[src/rtl/stage_mem_sram.sv]
// MEM stage: runs LDR/STR as two 16-bit accesses to a single-port SRAM,
// freezes the upstream pipeline while an access is in flight, and holds the MEM/WB register.
module stage_mem_sram #(
   parameter int          WAIT_CYCLES = 3,
   parameter logic [31:0] BASE_ADDR   = 32'd1024,
   parameter int          SRAM_AW     = 18
) (
   input  logic               clk,
   input  logic               rst,
   input  logic               wbEnIn,
   input  logic               memREnIn,
   input  logic               memWEnIn,
   input  logic [31:0]        aluResIn,
   input  logic [31:0]        valRmIn,
   input  logic [3:0]         destIn,
   output logic               freeze,
   output logic               wbEnOut,
   output logic               memREnOut,
   output logic [31:0]        aluResOut,
   output logic [31:0]        memResOut,
   output logic [3:0]         destOut,
   output logic [SRAM_AW-1:0] sram_addr,
   output logic [15:0]        sram_dq_out,
   input  logic [15:0]        sram_dq_in,
   output logic               sram_dq_oe,
   output logic               sram_we_n
);

   localparam int CW = (WAIT_CYCLES > 1) ? $clog2(WAIT_CYCLES) : 1;

   typedef enum logic [2:0] {IDLE, RD_LO, RD_HI, WR_LO, WR_HI, DONE} state_t;

   state_t              state_q, state_d;
   logic [CW-1:0]       cnt_q, cnt_d;
   logic [15:0]         rd_lo_q, rd_lo_d, rd_hi_q, rd_hi_d;
   logic [SRAM_AW-1:0]  addr_q, addr_d;
   logic [15:0]         dq_q, dq_d;
   logic                we_n_q, we_n_d, oe_q, oe_d;
   logic                wb_q, wb_d, mr_q, mr_d;
   logic [31:0]         alu_q, alu_d, res_q, res_d;
   logic [3:0]          dest_q, dest_d;
   logic [31:0]         off;
   logic [SRAM_AW-2:0]  word;
   logic                last;
   logic                unused_ok;

   assign off       = aluResIn - BASE_ADDR;
   assign word      = off[SRAM_AW:2];
   assign unused_ok = ^{off[31:SRAM_AW+1], off[1:0]};
   assign last      = (cnt_q == CW'(WAIT_CYCLES - 1));
   assign freeze    = ((state_q == IDLE) && (memREnIn || memWEnIn)) ||
                      ((state_q != IDLE) && (state_q != DONE));

   always_comb begin
      state_d = state_q;
      cnt_d   = cnt_q;
      rd_lo_d = rd_lo_q;
      rd_hi_d = rd_hi_q;
      case (state_q)
         IDLE: begin
            cnt_d = '0;
            if (memREnIn)      state_d = RD_LO;
            else if (memWEnIn) state_d = WR_LO;
         end
         RD_LO, RD_HI, WR_LO, WR_HI: begin
            cnt_d = cnt_q + CW'(1);
            if (last) begin
               cnt_d = '0;
               case (state_q)
                  RD_LO: begin state_d = RD_HI; rd_lo_d = sram_dq_in; end
                  RD_HI: begin state_d = DONE;  rd_hi_d = sram_dq_in; end
                  WR_LO: state_d = WR_HI;
                  default: state_d = DONE;
               endcase
            end
         end
         DONE:    state_d = IDLE;
         default: state_d = IDLE;
      endcase

      // SRAM pins are registered from the next state so they line up with state_q.
      addr_d = '0;
      dq_d   = '0;
      we_n_d = 1'b1;
      oe_d   = 1'b0;
      case (state_d)
         RD_LO: addr_d = {word, 1'b0};
         RD_HI: addr_d = {word, 1'b1};
         WR_LO: begin addr_d = {word, 1'b0}; dq_d = valRmIn[15:0];  we_n_d = 1'b0; oe_d = 1'b1; end
         WR_HI: begin addr_d = {word, 1'b1}; dq_d = valRmIn[31:16]; we_n_d = 1'b0; oe_d = 1'b1; end
         default: ;
      endcase

      wb_d   = 1'b0;
      mr_d   = 1'b0;
      alu_d  = alu_q;
      res_d  = res_q;
      dest_d = dest_q;
      if (!freeze) begin
         wb_d   = wbEnIn;
         mr_d   = memREnIn;
         alu_d  = aluResIn;
         dest_d = destIn;
         if (memREnIn) res_d = {rd_hi_q, rd_lo_q};
      end
   end

   always_ff @(posedge clk) begin
      if (!rst) begin
         state_q <= IDLE;
         cnt_q   <= '0;
         rd_lo_q <= '0;
         rd_hi_q <= '0;
         addr_q  <= '0;
         dq_q    <= '0;
         we_n_q  <= 1'b1;
         oe_q    <= 1'b0;
         wb_q    <= 1'b0;
         mr_q    <= 1'b0;
         alu_q   <= '0;
         res_q   <= '0;
         dest_q  <= '0;
      end else begin
         state_q <= state_d;
         cnt_q   <= cnt_d;
         rd_lo_q <= rd_lo_d;
         rd_hi_q <= rd_hi_d;
         addr_q  <= addr_d;
         dq_q    <= dq_d;
         we_n_q  <= we_n_d;
         oe_q    <= oe_d;
         wb_q    <= wb_d;
         mr_q    <= mr_d;
         alu_q   <= alu_d;
         res_q   <= res_d;
         dest_q  <= dest_d;
      end
   end

   assign sram_addr   = addr_q;
   assign sram_dq_out = dq_q;
   assign sram_we_n   = we_n_q;
   assign sram_dq_oe  = oe_q;
   assign wbEnOut     = wb_q;
   assign memREnOut   = mr_q;
   assign aluResOut   = alu_q;
   assign memResOut   = res_q;
   assign destOut     = dest_q;

endmodule

[config.mk]
export PLATFORM = sky130hd
export DESIGN_NAME = stage_mem_sram
export DESIGN_NICKNAME = d
export VERILOG_FILES = /design/src/rtl/stage_mem_sram.sv
export SDC_FILE = /design/constraint.sdc
export NUM_CORES = 1
export LEC_CHECK = 0
export ABC_AREA = 1
export CORE_ASPECT_RATIO = 0.7
export CORE_UTILIZATION = 40
export DETAILED_ROUTE_END_ITERATION = 8
export GPL_TIMING_DRIVEN = 1
export PLACE_DENSITY = 0.76
export RECOVER_POWER = 100
export SLEW_MARGIN = 40
export SYNTH_ARGS = -nofsm -noshare
export SYNTH_HDL_FRONTEND = slang
export SYNTH_SLANG_ARGS = --single-unit
[constraint.sdc]
create_clock -name clk -period 1.4 [get_ports clk]
set_input_delay 0.21 -clock clk [delete_from_list [all_inputs] [get_ports clk]]
set_output_delay 0.21 -clock clk [all_outputs]
set_load 0.05 [all_outputs]
==> results of run 1 <==
## critical path: cells and delay by family (launching register included)
family | cells | cell delay [ns]
buf+inv | 5 | 0.64
flops | 1 | 0.36
simple gates | 6 | 0.65
## placed cells by master (no fill, tap or decap), types with 15 or more instances in the layout
| master | n |
|---|---|
| nand3_2 | 29 |
| o21ai_2 | 23 |
| dfxtp_1 | 138 |
| nand2_1 | 47 |
| a21oi_2 | 47 |
| o21ai_0 | 41 |
| clkbuf_16 | 24 |
| inv_1 | 15 |
| clkdlybuf4s50_1 | 87 |
| nor2_2 | 28 |
| nor2_1 | 89 |
| buf_6 | 17 |
| buf_4 | 43 |
| a21oi_1 | 27 |
| nor2_4 | 19 |
| nand3_1 | 41 |
| buf_12 | 118 |
## stage by stage
stage	total power, mW	instance area (sq um)
2_1_floorplan	7.09	5340
3_3_place_gp	9.33	8760
3_5_place_dp	9.45	8760
4_1_cts	14.6	9900
5_1_grt	16.3	10900
6_report	16.0	10900
## cell type report
cell class,instances,area (sq um),share of cell area (%)
inverter,24,115,1.05
multi-input combinational,443,2950,27.0
sequential,143,2880,26.3
clock buffer,18,429,3.93
clock inverter,14,141,1.29
timing repair buffer,286,4220,38.6
tap,162,203,1.85
## repair_timing
| action | 4_1_cts | 5_1_grt |
|---|---|---|
| buffers inserted | 16 | 20 |
| setup endpoints to repair | 122 | 127 |
| pin swaps | 9 | 56 |
| cloned | 9 | 8 |
| resized for setup | 49 | 229 |
## cells by family after synthesis
| logic type | after synthesis | synth area share, % |
|---|---|---|
| simple gates | 283 | 23.4 |
| fa+ha+maj | 1 | 0.235 |
| xor+xnor | 2 | 0.329 |
| buf+inv | 67 | 6.35 |
| flops | 143 | 53.8 |
| compound gates | 155 | 15.9 |
## per-layer routing
metal  up-vias  part of all wire (%)  global-route usage [%]
li1       2698                     -                       -
met1      3096                    36                    35.4
met2       497                    50                    51.5
met3       134                   9.4                    6.12
met4         0                   5.5                    10.1
met5         -                     0                       0
## power breakdown
group	total [mW]	switching, mW	leakage, nW	internal (mW)
Sequential	4.91	0.469	1.17	4.44
Combinational	6.59	3.52	2.70	3.07
Clock	4.51	1.89	0.272	2.62
## path summary, 6_finish.rpt
| check | start | endpoint | slack (ns) | depth (start not counted) |
|---|---|---|---|---|
| worst max-delay path | state_q[1] | aluResOut[3] | -0.39 | 11 |
| worst min-delay path | rst | sram_addr[0] | 0.23 | 3 |
| worst max register to register | state_q[1] | aluResOut[3] | -0.39 | 11 |
| worst min register to register | rd_lo_q[5] | memResOut[5] | 0.49 | 2 |
## registers in the layout, summed over array words and instances, names as in the netlist
signal       flops
destOut          4
cnt_q            2
state_q          3
memREnOut        1
sram_we_n        1
wbEnOut          1
sram_addr       18
rd_hi_q         16
aluResOut       32
sram_dq_oe       1
sram_dq_out     16
memResOut       32
rd_lo_q         16
==> flow_summary.ini, run 1 <==
[yosys]
yosys-top-cells-area = dfxtp_1 (54%), nor2_1 (9.3%), nand3_1 (7.1%), o21ai_0 (6.6%), a21oi_1 (6.4%)
ys_ff_latch = 143
synth.largest_area_cell = dfxtp_1
synth-main-ff-cell = dfxtp_1
syn-num-nets = 741
synthArstFlopShare_pct = 0
yosysSeqAreaShare_pct = 53.8
synth_common_cells = dfxtp_1 (143), nor2_1 (132), nand3_1 (75)
yosysUniqueCellTypes = 28
synthesis.area_sq_um = 5320
synth_edf_count = 0
synth_top_area_share_pct = 53.8
yosysWarningCount = 0
synthCells = 651
synth_most_common_cell = dfxtp_1
synth.avg_cell_area_sq_um = 8.18

[global_route]
grt_pass1_wl_um = 31000
grt_max_degree = 34
antenna_found_initial = 1
grt_pass1_vias = 5798
grt_overflow = 0
grtUsageTotal_pct = 29.2

[cells_and_area]
final_cells = 1090
area_growth_pct = 105
diodes = 0
fill_cells = 482
final_core_util_pct = 86.2
nets = 1005
drive_gt1_share_pct = 46.3

[min_path]
worst_hold_path_type = input pin to register

[critical_path]
crit_type = register to register
cp-start-kind = register
cp-end-kind = register
crit_slowest_cell = dfxtp_4
critPathMaxFanout = 8
arrival_ns = 2.09
path_cells = nor2_4 > nand2_4 > nor2_4 > inv_2 > nand2_4 > buf_6 > clkinv_8 > buf_8 > clkbuf_16 > nor2_2 > nor2_1
critical_path_required_ns = 1.70
critPathMaxStageDelay_ns = 0.36

[drt]
drt_iter0_drc = 642
firstDrtPassIters = 5
avgRoutedWirePerCell_um = 24.4
drc = 0
wl_um = 26600
ant_nets = 0
num_vias = 6425
via_per_inst = 5.89

[timing]
min_period_ns = 1.79
fin_tns_setup_ns = -32.97
worst_pin_slew_ns = 0.473
fin_crit_sh_pct = 128
slew_viol_final = 0
hold_violations = 0
worst_clock_skew_ns = 0.00936
timing.final.ws_setup_ns = -0.394
slew_headroom_pct = 68.5
max_freq_mhz = 557
rsz0062_at_grt = yes
finalSetupViolations = 129
timing.hold.ws_ns = 0.229

[floorplanning]
die_w_um = 140
die_area_sq_um = 13800
coreArea_sq_um = 12700
start_util_pct = 42.0
die_h_um = 98.5
row_count = 34
io_pins = 196

[clock_tree]
cts_hold_buf = 0
cts_root_buf = clkbuf_16
cts-htree-levels = 4
clk_latency_ns = 0.42
clock_sinks = 143
cts_tree = built
cts_buffers = 17
path_clk_slew_ns = 0.06
clockBufferDepth = 2

[power]
vdd_ir_drop_max_v = 0.00113
p_leak_nw = 4.14
power.density_nw_per_um2 = 1460

[run]
drv_cap = 0

[placement]
dp.cells = 1009
port_buffers = 195
dp.final_hpwl_um = 12400
gp_congestion = 0.907
pre_cts_ws_ns = -0.410

[status]
failed_checks = negative setup slack
status = finished, violations left
No activity file was read; power rests on OpenSTA's default activity.
==> run 2, diff against run 1 <==
--- a/config.mk
+++ b/config.mk
@@ -8,6 +8,7 @@
 export ABC_AREA = 1
 export CORE_ASPECT_RATIO = 0.7
 export CORE_UTILIZATION = 40
+export CTS_BUF_LIST = sky130_fd_sc_hd__clkbuf_8
 export DETAILED_ROUTE_END_ITERATION = 8
 export GPL_TIMING_DRIVEN = 1
 export PLACE_DENSITY = 0.76
==> flow_summary.ini, run 2 (same netlist as run 1, synthesis figures left out) <==
[floorplanning]
start_util_pct = 42.0
die_h_um = 98.5
coreArea_sq_um = 12700
row_count = 34
die_area_sq_um = 13800
io_pins = 196
die_w_um = 140

[placement]
port_buffers = 195
dp.final_hpwl_um = 12400
gp_congestion = 0.907

[power]
p_comb_share_pct = 41.6
sw_frac_of_total_pct = 36.2
pwr-share-seq_pct = 35.0
power.switching_mw = 4.98
p_int_mw = 8.76
p_leak_nw = 3.92
power.density_nw_per_um2 = 1360
p_clk_share_pct = 23.4
vdd_ir_drop_max_v = 0.000815

[timing]
min_period_ns = 1.78
slew_headroom_pct = 73.6
timing.hold.ws_ns = 0.125
rsz0062_at_grt = yes
fin_crit_sh_pct = 127
finalSetupViolations = 124
worst_clock_skew_ns = 0.0115
timing.final.ws_setup_ns = -0.377
slew_viol_final = 0
worst_pin_slew_ns = 0.395
hold_violations = 0
fin_tns_setup_ns = -26.62
max_freq_mhz = 563

[global_route]
grtUsageTotal_pct = 29.1
grt_pass1_vias = 5772
grt_max_degree = 34
grt_overflow = 0
antenna_found_initial = 0
grt_pass1_wl_um = 31000

[cells_and_area]
nets = 994
drive_gt1_share_pct = 36.2
area_growth_pct = 89.8
diodes = 0
ff_latch_area_sq_um = 2880
final_common_cell = dfxtp_1
layout_common_cells = dfxtp_1 (138), buf_12 (118), nor2_1 (116)
multi_input_area_sq_um = 2510
fill_cells = 705

[clock_tree]
clock_sinks = 143
cts_root_buf = clkbuf_8
cts_hold_buf = 0
cts-htree-levels = 4
cts_tree = built
clk_latency_ns = 0.44
path_clk_slew_ns = 0.09
clockBufferDepth = 2
cts_buffers = 17

[critical_path]
reg2reg_to = memResOut[15]
rr_startpoint = state_q[0]
arrival_ns = 2.15
critical_path_required_ns = 1.77
critPathMaxFanout = 9
r2r_slack_ns = -0.38
crit_type = register to register
cp-end-kind = register
cp-startpoint = state_q[0]
cp-start-kind = register
rr_worst_depth = 11
critPathCapture = memResOut[15]

[run]
drv_cap = 0

[drt]
drt_iter0_drc = 507
drc = 0
firstDrtPassIters = 6
avgRoutedWirePerCell_um = 19.4
via_per_inst = 5.46
ant_nets = 0
wl_um = 20900
num_vias = 5890

[status]
status = finished, violations left
failed_checks = negative setup slack

[min_path]
worst_hold_path_type = input pin to register
run 2: cell count changes in the layout (fill, tap and decap cells not counted), moves of 16 or more:
cell       before  now
a21oi_2        47   31
a21oi_1        27   44
nor2_1         89  116
nand3_1        41   64
nand3_2        29   10
clkbuf_8        0   17
clkbuf_16      24    2
run 2: power by group through the flow:
stage                     logic, mW  registers [mW]  clock network, mW
after detailed placement       4.57            4.88                  0
after floorplan                1.26            5.83                  0
after CTS                      5.45            4.79               3.23
after global routing           5.89            4.84               3.41
after global placement         4.47            4.86                  0
final                          5.71            4.81               3.21
run 2: how the worst min path moves through the flow:
| stage | start | endpoint | slack [ns] | cells past startpoint |
|---|---|---|---|---|
| finish | rst | sram_addr[0] | 0.13 | 3 |
| CTS | rst | sram_addr[0] | 0.10 | 3 |
| global route | rst | sram_addr[0] | 0.12 | 3 |
| detailed placement | rd_hi_q[6] | memResOut[22] | 0.47 | 2 |
| floorplan | aluResIn[2] | sram_addr[1] | 0.33 | 2 |
| global placement | rd_hi_q[1] | memResOut[17] | 0.47 | 2 |
run 2: metrics by stage:
stage | cells | worst slack, ns | utilization [%] | total power [mW] | area, sq um
floorplan | 651 | 0.00186 | - | 7.09 | 5340
global placement | 1009 | -0.352 | 69.1 | 9.33 | 8760
detailed placement | 1009 | -0.410 | 69.1 | 9.45 | 8760
CTS | 1070 | -0.348 | 77.3 | 13.5 | 9800
global route | 1079 | -0.469 | 79.7 | 14.1 | 10100
finish | 1079 | -0.377 | 79.7 | 13.7 | 10100
run 2: final cells by class:
type / count / area share (%)
clock buffers: 17 / 2.32
well taps: 162 / 2.01
clock inverters: 15 / 1.44
repair buffers: 275 / 39.9
flip-flops and latches: 143 / 28.5
inverters: 24 / 1.07
multi-input cells: 443 / 24.8
run 2: critical path: stages, from the launching register on:
cell	delay, ns
dfxtp_4	0.38
nor2_4	0.14
nand2_4	0.09
nor2_4	0.10
inv_2	0.07
nand2_4	0.09
buf_4	0.18
inv_8	0.07
nand2_8	0.09
bufbuf_16	0.27
nand2_1	0.08
a21oi_2	0.14
run 2: metal layers:
layer | track usage (%) | vias to the layer above | wire length (um)
met1 | 35.1 | 2804 | 8050
met2 | 50.2 | 362 | 10400
met4 | 11.4 | 0 | 596
met3 | 7.09 | 56 | 1850
met5 | 0 | - | 0
li1 | - | 2668 | -
run 2: timing repair:
item                                    4_1_cts  5_1_grt
buffers inserted                             19        7
resized for setup                            72       77
endpoints found under the hold margin         0        0
endpoints found under the setup margin      123      128
pin swaps                                    15       31
cloned                                       10        2
==> run 3, diff against run 2 <==
--- a/config.mk
+++ b/config.mk
@@ -11,7 +11,7 @@
 export CTS_BUF_LIST = sky130_fd_sc_hd__clkbuf_8
 export DETAILED_ROUTE_END_ITERATION = 8
 export GPL_TIMING_DRIVEN = 1
-export PLACE_DENSITY = 0.76
+export PLACE_DENSITY = 0.73
 export RECOVER_POWER = 100
 export SLEW_MARGIN = 40
 export SYNTH_ARGS = -nofsm -noshare
==> constraint.sdc (replaced) <==
create_clock -name clk -period 2.23 [get_ports clk]
set_input_delay 0.446 -clock clk [delete_from_list [all_inputs] [get_ports clk]]
set_output_delay 0.446 -clock clk [all_outputs]
set_load 0.05 [all_outputs]
==> flow_summary.ini, run 3 (same netlist as run 1, synthesis figures left out) <==
[drt]
via_per_inst = 5.13
num_vias = 5179
firstDrtPassIters = 5
wl_um = 15600
drt_iter0_drc = 340
drc = 0
ant_nets = 0
avgRoutedWirePerCell_um = 15.5

[timing]
slew_viol_final = 0
worst_clock_skew_ns = 0.00913
worst_pin_slew_ns = 0.709
timing.hold.ws_ns = 0.460
slew_headroom_pct = 52.7
min_period_ns = 2.12
rsz0062_at_grt = no
fin_crit_sh_pct = 95.2
finalSetupViolations = 0
timing.final.ws_setup_ns = 0.106
max_freq_mhz = 471
fin_tns_setup_ns = 0
hold_violations = 0

[power]
power.density_nw_per_um2 = 927
p_leak_nw = 3.19
vdd_ir_drop_max_v = 0.000384

[critical_path]
cp_top_family = buffers and inverters
arrival_ns = 1.68
path_cells = dlygate4sd3_1
rr_worst_depth = 8
reg2reg_to = sram_dq_out[6]
crit_buf_inv = 1
crit_type = register to primary output
path_depth = 1
crit_slowest_cell = dlygate4sd3_1
cp-end-kind = primary output
r2r_slack_ns = 0.23
critPathMaxFanout = 2
cp-start-kind = register
critPathMaxStageDelay_ns = 0.88
cp-startpoint = aluResOut[22]
critPathCapture = aluResOut[22]
rr_startpoint = state_q[0]
critical_path_required_ns = 1.78

[floorplanning]
die_h_um = 98.5
die_area_sq_um = 13800
coreArea_sq_um = 12700
die_w_um = 140
start_util_pct = 42.0
io_pins = 196
row_count = 34

[cells_and_area]
layout_common_cells = dfxtp_1 (143), nor2_1 (132), dlygate4sd3_1 (103)
diodes = 0
area_growth_pct = 44.6
nets = 925
fill_cells = 1076
drive_gt1_share_pct = 7.44
design_area_sq_um = 7700
final_common_cell = dfxtp_1

[clock_tree]
clock_sinks = 143
cts_tree = built
clockBufferDepth = 2
clk_latency_ns = 0.43
cts_hold_buf = 0
post_cts_buffers = 0
cts_buffers = 17
cts_resized = 0
path_clk_slew_ns = 0.07
cts_root_buf = clkbuf_8
cts-htree-levels = 4

[min_path]
worst_hold_path_type = register to register
hold_depth = 2

[status]
status = completed

[global_route]
antenna_found_initial = 0
grt_max_degree = 86
grtUsageTotal_pct = 23.0
grt_overflow = 0
grt_pass1_vias = 4980
grt_pass1_wl_um = 24900

[placement]
place_area_sq_um = 7380
dp.final_hpwl_um = 11000
gp_congestion = 0.880
port_buffers = 195
pre_cts_ws_ns = 0.112

[run]
drv_cap = 0
[run 3: cell count changes in the layout (fill, tap and decap cells not counted), moves of 27 or more]
cell / previous run / this run
a21oi_1: 44 / 78
a21oi_2: 31 / 1
buf_12: 118 / 3
buf_4: 45 / 7
dlygate4sd3_1: 0 / 103
o21ai_0: 43 / 70
[run 3: cell type report]
type | count | area, sq um | share of cell area [%]
flip-flops and latches | 143 | 2860 | 37.2
repair buffers | 208 | 2070 | 26.9
multi-input cells | 441 | 2060 | 26.8
clock buffers | 20 | 275 | 3.58
well taps | 162 | 203 | 2.63
clock inverters | 11 | 139 | 1.80
inverters | 24 | 90.1 | 1.17
[run 3: how the worst min path moves through the flow]
stage                   from       endpoint  slack, ns
5_1_grt        memResOut[29]  memResOut[29]       0.49
2_1_floorplan    rd_lo_q[10]    rd_lo_q[10]       0.46
3_3_place_gp    memResOut[0]   memResOut[0]       0.45
3_5_place_dp    memResOut[7]   memResOut[7]       0.45
4_1_cts         memResOut[7]   memResOut[7]       0.47
6_report        memResOut[7]   memResOut[7]       0.46
[run 3: layer usage]
layer,track usage [%],part of all wire [%],vias up
met5,0,0,-
met4,7.52,1.1,0
met3,6.46,7.9,16
met2,37.2,46,226
met1,29.9,45,2418
li1,-,-,2519
[run 3: stage by stage]
step / utilization [%] / power (mW) / cells
finish: 60.7 / 7.14 / 1009
global route: 60.7 / 7.46 / 1009
CTS: 61.5 / 7.34 / 1009
detailed placement: 58.2 / 5.22 / 978
global placement: 58.2 / 5.18 / 978
floorplan: - / 4.44 / 651
[run 3: report_power, final]
group	switching (mW)	total (mW)	internal, mW
logic	1.48	2.12	0.648
clock network	0.945	2.13	1.18
registers	0.104	2.88	2.78
[run 3: worst reg2reg max path: cells and delay by family (launching register included)]
| family | cells | cell delay [ns] |
|---|---|---|
| buffers and inverters | 1 | 0.37 |
| AND/OR/NAND/NOR | 6 | 1.01 |
| flip-flops | 1 | 0.39 |
| AO/OA/AOI/OAI | 1 | 0.16 |
